File: config.mk
export PLATFORM = sky130hd
export DESIGN_NAME = noc_serial_receiver
export DESIGN_NICKNAME = d
export VERILOG_FILES = /design/src/rtl/noc_serial_receiver.sv
export SDC_FILE = /design/constraint.sdc
export NUM_CORES = 1
export LEC_CHECK = 0
export ABC_CLOCK_PERIOD_IN_PS = 1220
export BUFFER_PORTS_ARGS = -buffer_cell sky130_fd_sc_hd__buf_2
export CAP_MARGIN = 25
export CORE_MARGIN = 3
export CORE_UTILIZATION = 45
export CTS_CLUSTER_SIZE = 10
export DETAILED_ROUTE_END_ITERATION = 6
export PLACE_DENSITY = 0.73
export SYNTH_ARGS = -nofsm -noshare
export SYNTH_HDL_FRONTEND = slang
export SYNTH_SLANG_ARGS = --single-unit
File: constraint.sdc
create_clock -name clk -period 1.22 [get_ports clk]
set_input_delay 0.244 -clock clk [delete_from_list [all_inputs] [get_ports clk]]
set_output_delay 0.244 -clock clk [all_outputs]
set_load 0.005 [all_outputs]
File: src/rtl/noc_serial_receiver.sv
// noc_serial_receiver: receiving endpoint of the serial NoC protocol.
// Reassembles a HEADER / DATA... / TAIL flit stream into PACKET_BITS of payload
// plus the header padding field, and holds the result in a one-entry output
// buffer until the local consumer acknowledges it.
//
// Flit layout on down_flit: {type[1:0], data[FLIT_DATA_WIDTH-1:0]}
//   type 2'd1 = HEADER, 2'd2 = DATA, 2'd3 = TAIL, 2'd0 = undefined (treated as
//   a violation whenever it arrives with down_enable set).
// Header padding sits in the low PADDING_BITS of the header data field. With
// PADDING_BITS == 0 the padding port keeps one bit and always reads 0.
module noc_serial_receiver #(
    parameter int FLIT_DATA_WIDTH = 8,
    parameter int PACKET_BITS     = 16,
    parameter int PADDING_BITS    = 0,
    localparam int PW = (PADDING_BITS > 0) ? PADDING_BITS : 1
) (
    input  logic                         clk,
    input  logic                         rst,
    input  logic                         down_enable,
    input  logic [FLIT_DATA_WIDTH+1:0]   down_flit,
    output logic                         down_ack,
    output logic                         down_rej,
    output logic                         valid,
    output logic [PACKET_BITS-1:0]       packet,
    output logic [PW-1:0]                padding,
    input  logic                         rd_ack,
    output logic                         err
);
    localparam int W       = FLIT_DATA_WIDTH;
    localparam int N_FLITS = (PACKET_BITS + W - 1) / W;
    localparam int CW      = (N_FLITS > 1) ? $clog2(N_FLITS) : 1;
    localparam logic [CW-1:0] LAST = CW'(N_FLITS - 1);

    localparam logic [1:0] FLIT_HEADER = 2'd1;
    localparam logic [1:0] FLIT_DATA   = 2'd2;
    localparam logic [1:0] FLIT_TAIL   = 2'd3;

    typedef enum logic {IDLE, RECEIVING} state_t;

    state_t                       state_q, state_d;
    logic [CW-1:0]                cnt_q, cnt_d;
    logic [N_FLITS-1:0][W-1:0]    asm_q, asm_d, asm_wr;
    logic [N_FLITS*W-1:0]         asm_wr_flat;
    logic [PW-1:0]                pad_hdr_q, pad_hdr_d;
    logic                         valid_q, valid_d;
    logic [PACKET_BITS-1:0]       packet_q, packet_d;
    logic [PW-1:0]                padding_q, padding_d;
    logic                         err_q, err_d;

    logic [1:0]                   flit_type;
    logic [W-1:0]                 flit_data;
    logic                         free;

    // Extract the padding field from a header flit's data (inverse of the
    // sender's header build).
    function automatic logic [PW-1:0] header2_padding(input logic [W-1:0] d);
        if (PADDING_BITS == 0) return '0;
        return d[PW-1:0];
    endfunction

    assign flit_type = down_flit[W+1:W];
    assign flit_data = down_flit[W-1:0];
    // A buffer being drained this cycle counts as free.
    assign free      = ~valid_q | rd_ack;

    assign valid   = valid_q;
    assign packet  = packet_q;
    assign padding = padding_q;
    assign err     = err_q;

    // Assembly image with the current flit merged in at the current chunk slot;
    // the TAIL path takes the packet straight from here.
    always_comb begin
        asm_wr         = asm_q;
        asm_wr[cnt_q]  = flit_data;
        asm_wr_flat    = asm_wr;
    end

    // Next-state, output-buffer update and same-cycle ack/rej decode.
    always_comb begin
        state_d   = state_q;
        cnt_d     = cnt_q;
        asm_d     = asm_q;
        pad_hdr_d = pad_hdr_q;
        packet_d  = packet_q;
        padding_d = padding_q;
        valid_d   = valid_q & ~rd_ack;
        err_d     = 1'b0;
        down_ack  = 1'b0;
        down_rej  = 1'b0;
        case (state_q)
            IDLE: begin
                if (down_enable) begin
                    if (flit_type == FLIT_HEADER) begin
                        if (free) begin
                            down_ack  = 1'b1;
                            pad_hdr_d = header2_padding(flit_data);
                            asm_d     = '0;
                            cnt_d     = '0;
                            state_d   = RECEIVING;
                        end else begin
                            down_rej  = 1'b1;
                        end
                    end else begin
                        err_d = 1'b1;
                    end
                end
            end
            RECEIVING: begin
                if (down_enable && flit_type == FLIT_DATA && cnt_q < LAST) begin
                    down_ack = 1'b1;
                    asm_d    = asm_wr;
                    cnt_d    = cnt_q + CW'(1);
                end else if (down_enable && flit_type == FLIT_TAIL && cnt_q == LAST) begin
                    down_ack  = 1'b1;
                    packet_d  = asm_wr_flat[PACKET_BITS-1:0];
                    padding_d = pad_hdr_q;
                    valid_d   = 1'b1;
                    cnt_d     = '0;
                    state_d   = IDLE;
                end else begin
                    // Early TAIL, overlong DATA, stray HEADER or dropped enable:
                    // drop the partial packet, leave the output buffer alone.
                    err_d   = 1'b1;
                    cnt_d   = '0;
                    state_d = IDLE;
                end
            end
            default: state_d = IDLE;
        endcase
        if (rst) begin
            down_ack = 1'b0;
            down_rej = 1'b0;
        end
    end

    // State and output buffer registers; reset discards everything.
    always_ff @(posedge clk) begin
        if (rst) begin
            state_q   <= IDLE;
            cnt_q     <= '0;
            asm_q     <= '0;
            pad_hdr_q <= '0;
            valid_q   <= 1'b0;
            packet_q  <= '0;
            padding_q <= '0;
            err_q     <= 1'b0;
        end else begin
            state_q   <= state_d;
            cnt_q     <= cnt_d;
            asm_q     <= asm_d;
            pad_hdr_q <= pad_hdr_d;
            valid_q   <= valid_d;
            packet_q  <= packet_d;
            padding_q <= padding_d;
            err_q     <= err_d;
        end
    end
endmodule

==> impl_metrics.py <==
metrics = {
    "status": {
        "violations": "setup timing",
        "status": "complete, but fails checks",
    },
    "layout": {
        "fin_area_sq_um": 1770,
        "n_antenna_cell": 0,
        "fin_nets": 198,
        "drive_gt1_frac": 0.475,
        "area_delta_synth_final_pct": 40.2,
        "final_core_util": 0.690,
        "fill_cells": 204,
    },
    "cts": {
        "numCtsBuffers": 3,
        "cts.sinks": 28,
        "cts_tree": "yes",
        "cts_buffer_depth": 2,
        "h-tree-depth": 1,
        "path_clk_slew_ns": 0.15,
        "cts_hold_buf": 0,
        "root_buffer": "clkbuf_4",
        "clkLatencyLatePin_ns": 0.32,
    },
    "yosys": {
        "yosysUniqueCellTypes": 30,
        "yosys_warnings": 0,
        "postSynthAreaPerCell_sq_um": 9.16,
        "ys_seq_area_frac": 0.444,
        "synth-seq-cells": 28,
        "synthCells": 138,
        "synth-async-reset-ratio": 0,
        "synth-edff-count": 0,
        "ys.flop_type": "dfxtp_1",
        "syn-num-nets": 152,
        "synth_area_sq_um": 1260,
    },
    "worst_setup_path": {
        "crit_slowest_cell": "dfxtp_4",
        "r2r-start": "cnt_q",
        "worstSetupPathType": "reg2out",
        "crit_arrival_ns": 1.37,
        "max_stage_delay_ns": 0.39,
        "r2r_cells": 5,
        "critPathTopFamily": "flip-flops",
        "critPathLaunchType": "flip-flop",
        "reg2reg_to": "asm_q[2]",
        "crit_path_end_kind": "output port",
        "reg2reg_setup_slack_ns": -0.24,
        "startpoint": "cnt_q",
        "worstPathMaxFanout": 2,
        "path_cells": "xnor2_4 -> nand3_2 -> a211oi_2 -> buf_2",
        "worst-path-buf-inv": 1,
        "worst_ep_required_time_ns": 0.98,
    },
    "floorplan": {
        "io_pins": 35,
        "core-area_sq_um": 2570,
        "die_h_um": 59.0,
        "dieArea_sq_um": 3480,
        "die_x_um": 59.0,
        "start_util": 0.492,
        "core.rowCount": 18,
    },
    "power": {
        "clkPwrFrac": 0.285,
        "combPwrFrac": 0.130,
        "swShare": 0.241,
        "power_frac_seq": 0.585,
        "leakagePower_nw": 0.690,
        "intPower_mw": 1.20,
        "ir_worst_vdd_v": 0.000764,
        "pwr_density_cell_nw_per_um2": 889,
        "power_mw": 1.58,
        "p_switching_mw": 0.380,
    },
    "sta": {
        "fmax_mhz": 619,
        "hold_ws_ns": 0.159,
        "final-max-slew-violation-count": 0,
        "worst_slack_ns": -0.394,
        "rsz0062_at_grt": "true",
        "tns_ns": -2.72,
        "period_minus_slack_ns": 1.61,
        "hold_viol": 0,
        "period_share": 1.32,
        "finClkSkew_ns": 0.00157,
        "setup_viol": 21,
    },
    "route": {
        "viasPerCell": 5.74,
        "drc_errors": 0,
        "routedWlPerCell_um": 17.3,
        "ant_nets": 0,
        "finalWirelength_mm": 3.69,
        "drt_pass1_iterations": 4,
        "via_count": 1223,
        "drtIter0Drc": 58,
    },
    "global_route": {
        "grt_use_met3": 0.0436,
        "grt_pass1_wl_mm": 5.71,
        "grt_pass1_vias": 1239,
        "overflow": 0,
        "met1_usage": 0.239,
        "antenna_found_initial": 0,
        "grt_busiest_layer": "met2",
        "grt_max_degree": 19,
        "use_met2": 0.386,
        "track_usage": 0.218,
    },
    "hold_path": {
        "hold_start": "down_flit[1]",
        "min_to": "packet[9]",
        "hold_depth": 3,
        "hold_path_class": "in2reg",
    },
    "placed_design": {
        "dp_hpwl_mm": 2.23,
        "gp_congestion": 0.762,
        "place_area_sq_um": 1510,
        "io_buffers": 33,
    },
    "job": {
        "drv_cap": 0,
    },
}
layer usage:
metal | part of all wire | vias up
met1 | 0.41 | 582
met3 | 0.044 | 12
met4 | 0.028 | 0
met2 | 0.52 | 48
li1 | - | 581
met5 | 0 | -
power by group through the flow:
stage | logic (mW) | registers, mW | clock network [mW]
after detailed placement | 0.144 | 0.946 | 0
final | 0.205 | 0.921 | 0.449
after floorplan | 0.0786 | 0.946 | 0
after global routing | 0.217 | 0.923 | 0.489
after global placement | 0.138 | 0.945 | 0
after CTS | 0.181 | 0.921 | 0.447
layout make-up:
class / instances / area [sq um] / share of cell area
repair buffers: 53 / 367 / 0.207
inverters: 9 / 33.8 / 0.0191
flip-flops and latches: 28 / 568 / 0.321
well taps: 30 / 37.5 / 0.0212
multi-input cells: 89 / 729 / 0.412
clock buffers: 4 / 36.3 / 0.0205
kinds of logic (layout without fill, tap and decap cells):
group | Yosys count | in the layout | synth area share
other cells | 1 | 1 | 0.00297
compound gates | 48 | 48 | 0.273
simple gates | 39 | 39 | 0.193
xor+xnor | 1 | 1 | 0.00693
buf+inv | 21 | 66 | 0.0802
flops | 28 | 28 | 0.444
per-stage QoR:
step | setup WS, ns | std cells
2_1_floorplan | 0.00828 | 138
3_3_place_gp | -0.135 | 202
3_5_place_dp | -0.227 | 202
4_1_cts | -0.299 | 213
5_1_grt | -0.473 | 213
6_report | -0.394 | 213
cells in the mapped netlist, types with 2 or more instances:
| cell type | number | area, sq um |
|---|---|---|
| a21oi_1 | 18 | 90.1 |
| nand2b_1 | 7 | 43.8 |
| nand2_1 | 3 | 11.3 |
| clkbuf_1 | 5 | 18.8 |
| or3b_2 | 3 | 26.3 |
| buf_4 | 3 | 22.5 |
| nand3_1 | 17 | 85.1 |
| o32ai_2 | 5 | 81.3 |
| buf_2 | 3 | 15.0 |
| dfxtp_1 | 28 | 561 |
| a211oi_1 | 2 | 15.0 |
| inv_1 | 9 | 33.8 |
| o32ai_1 | 3 | 26.3 |
| o21ai_0 | 16 | 80.1 |
placed cells by master (no fill, tap or decap), drive strengths merged:
master   netlist  final
o21ai         16     16
nor3           1      1
nand2b         7      7
nand3         18     18
a21oi         18     18
dfxtp         28     28
nor2b          1      1
nand2          3      3
o32ai          8      8
and2           1      1
a211oi         2      2
a41oi          1      1
or3b           3      3
nor3b          1      1
and4bb         1      1
and3           1      1
o2bb2ai        2      2
xnor2          1      1
or2            2      2
clkbuf         5      4
buf            7     53
o21a           1      1
conb           1      1
inv            9      9
state kept, by name (all words and copies together), names as in the netlist:
register / count
packet: 16
err: 1
cnt_q: 1
state_q: 1
asm_q: 8
valid: 1
how the worst max path moves through the flow:
stage	endpoint	slack, ns	cells past startpoint
6_report	down_ack	-0.39	4
5_1_grt	down_ack	-0.47	4
4_1_cts	down_ack	-0.30	4
3_5_place_dp	packet[10]	-0.23	5
3_3_place_gp	packet[3]	-0.13	5
2_1_floorplan	asm_q[1]	0.008	4
tightest hold or removal path, delay by kind of cell:
family          cells  cell delay (ns)
simple gates        1             0.06
buf+inv             1             0.10
compound gates      1             0.05
repair_timing:
action,4_1_cts,5_1_grt
setup endpoints to repair,28,30
gates cloned,1,0
setup buffers,6,0
resized for setup,25,22
pin swaps,8,4
No activity file was read; power rests on OpenSTA's default activity.
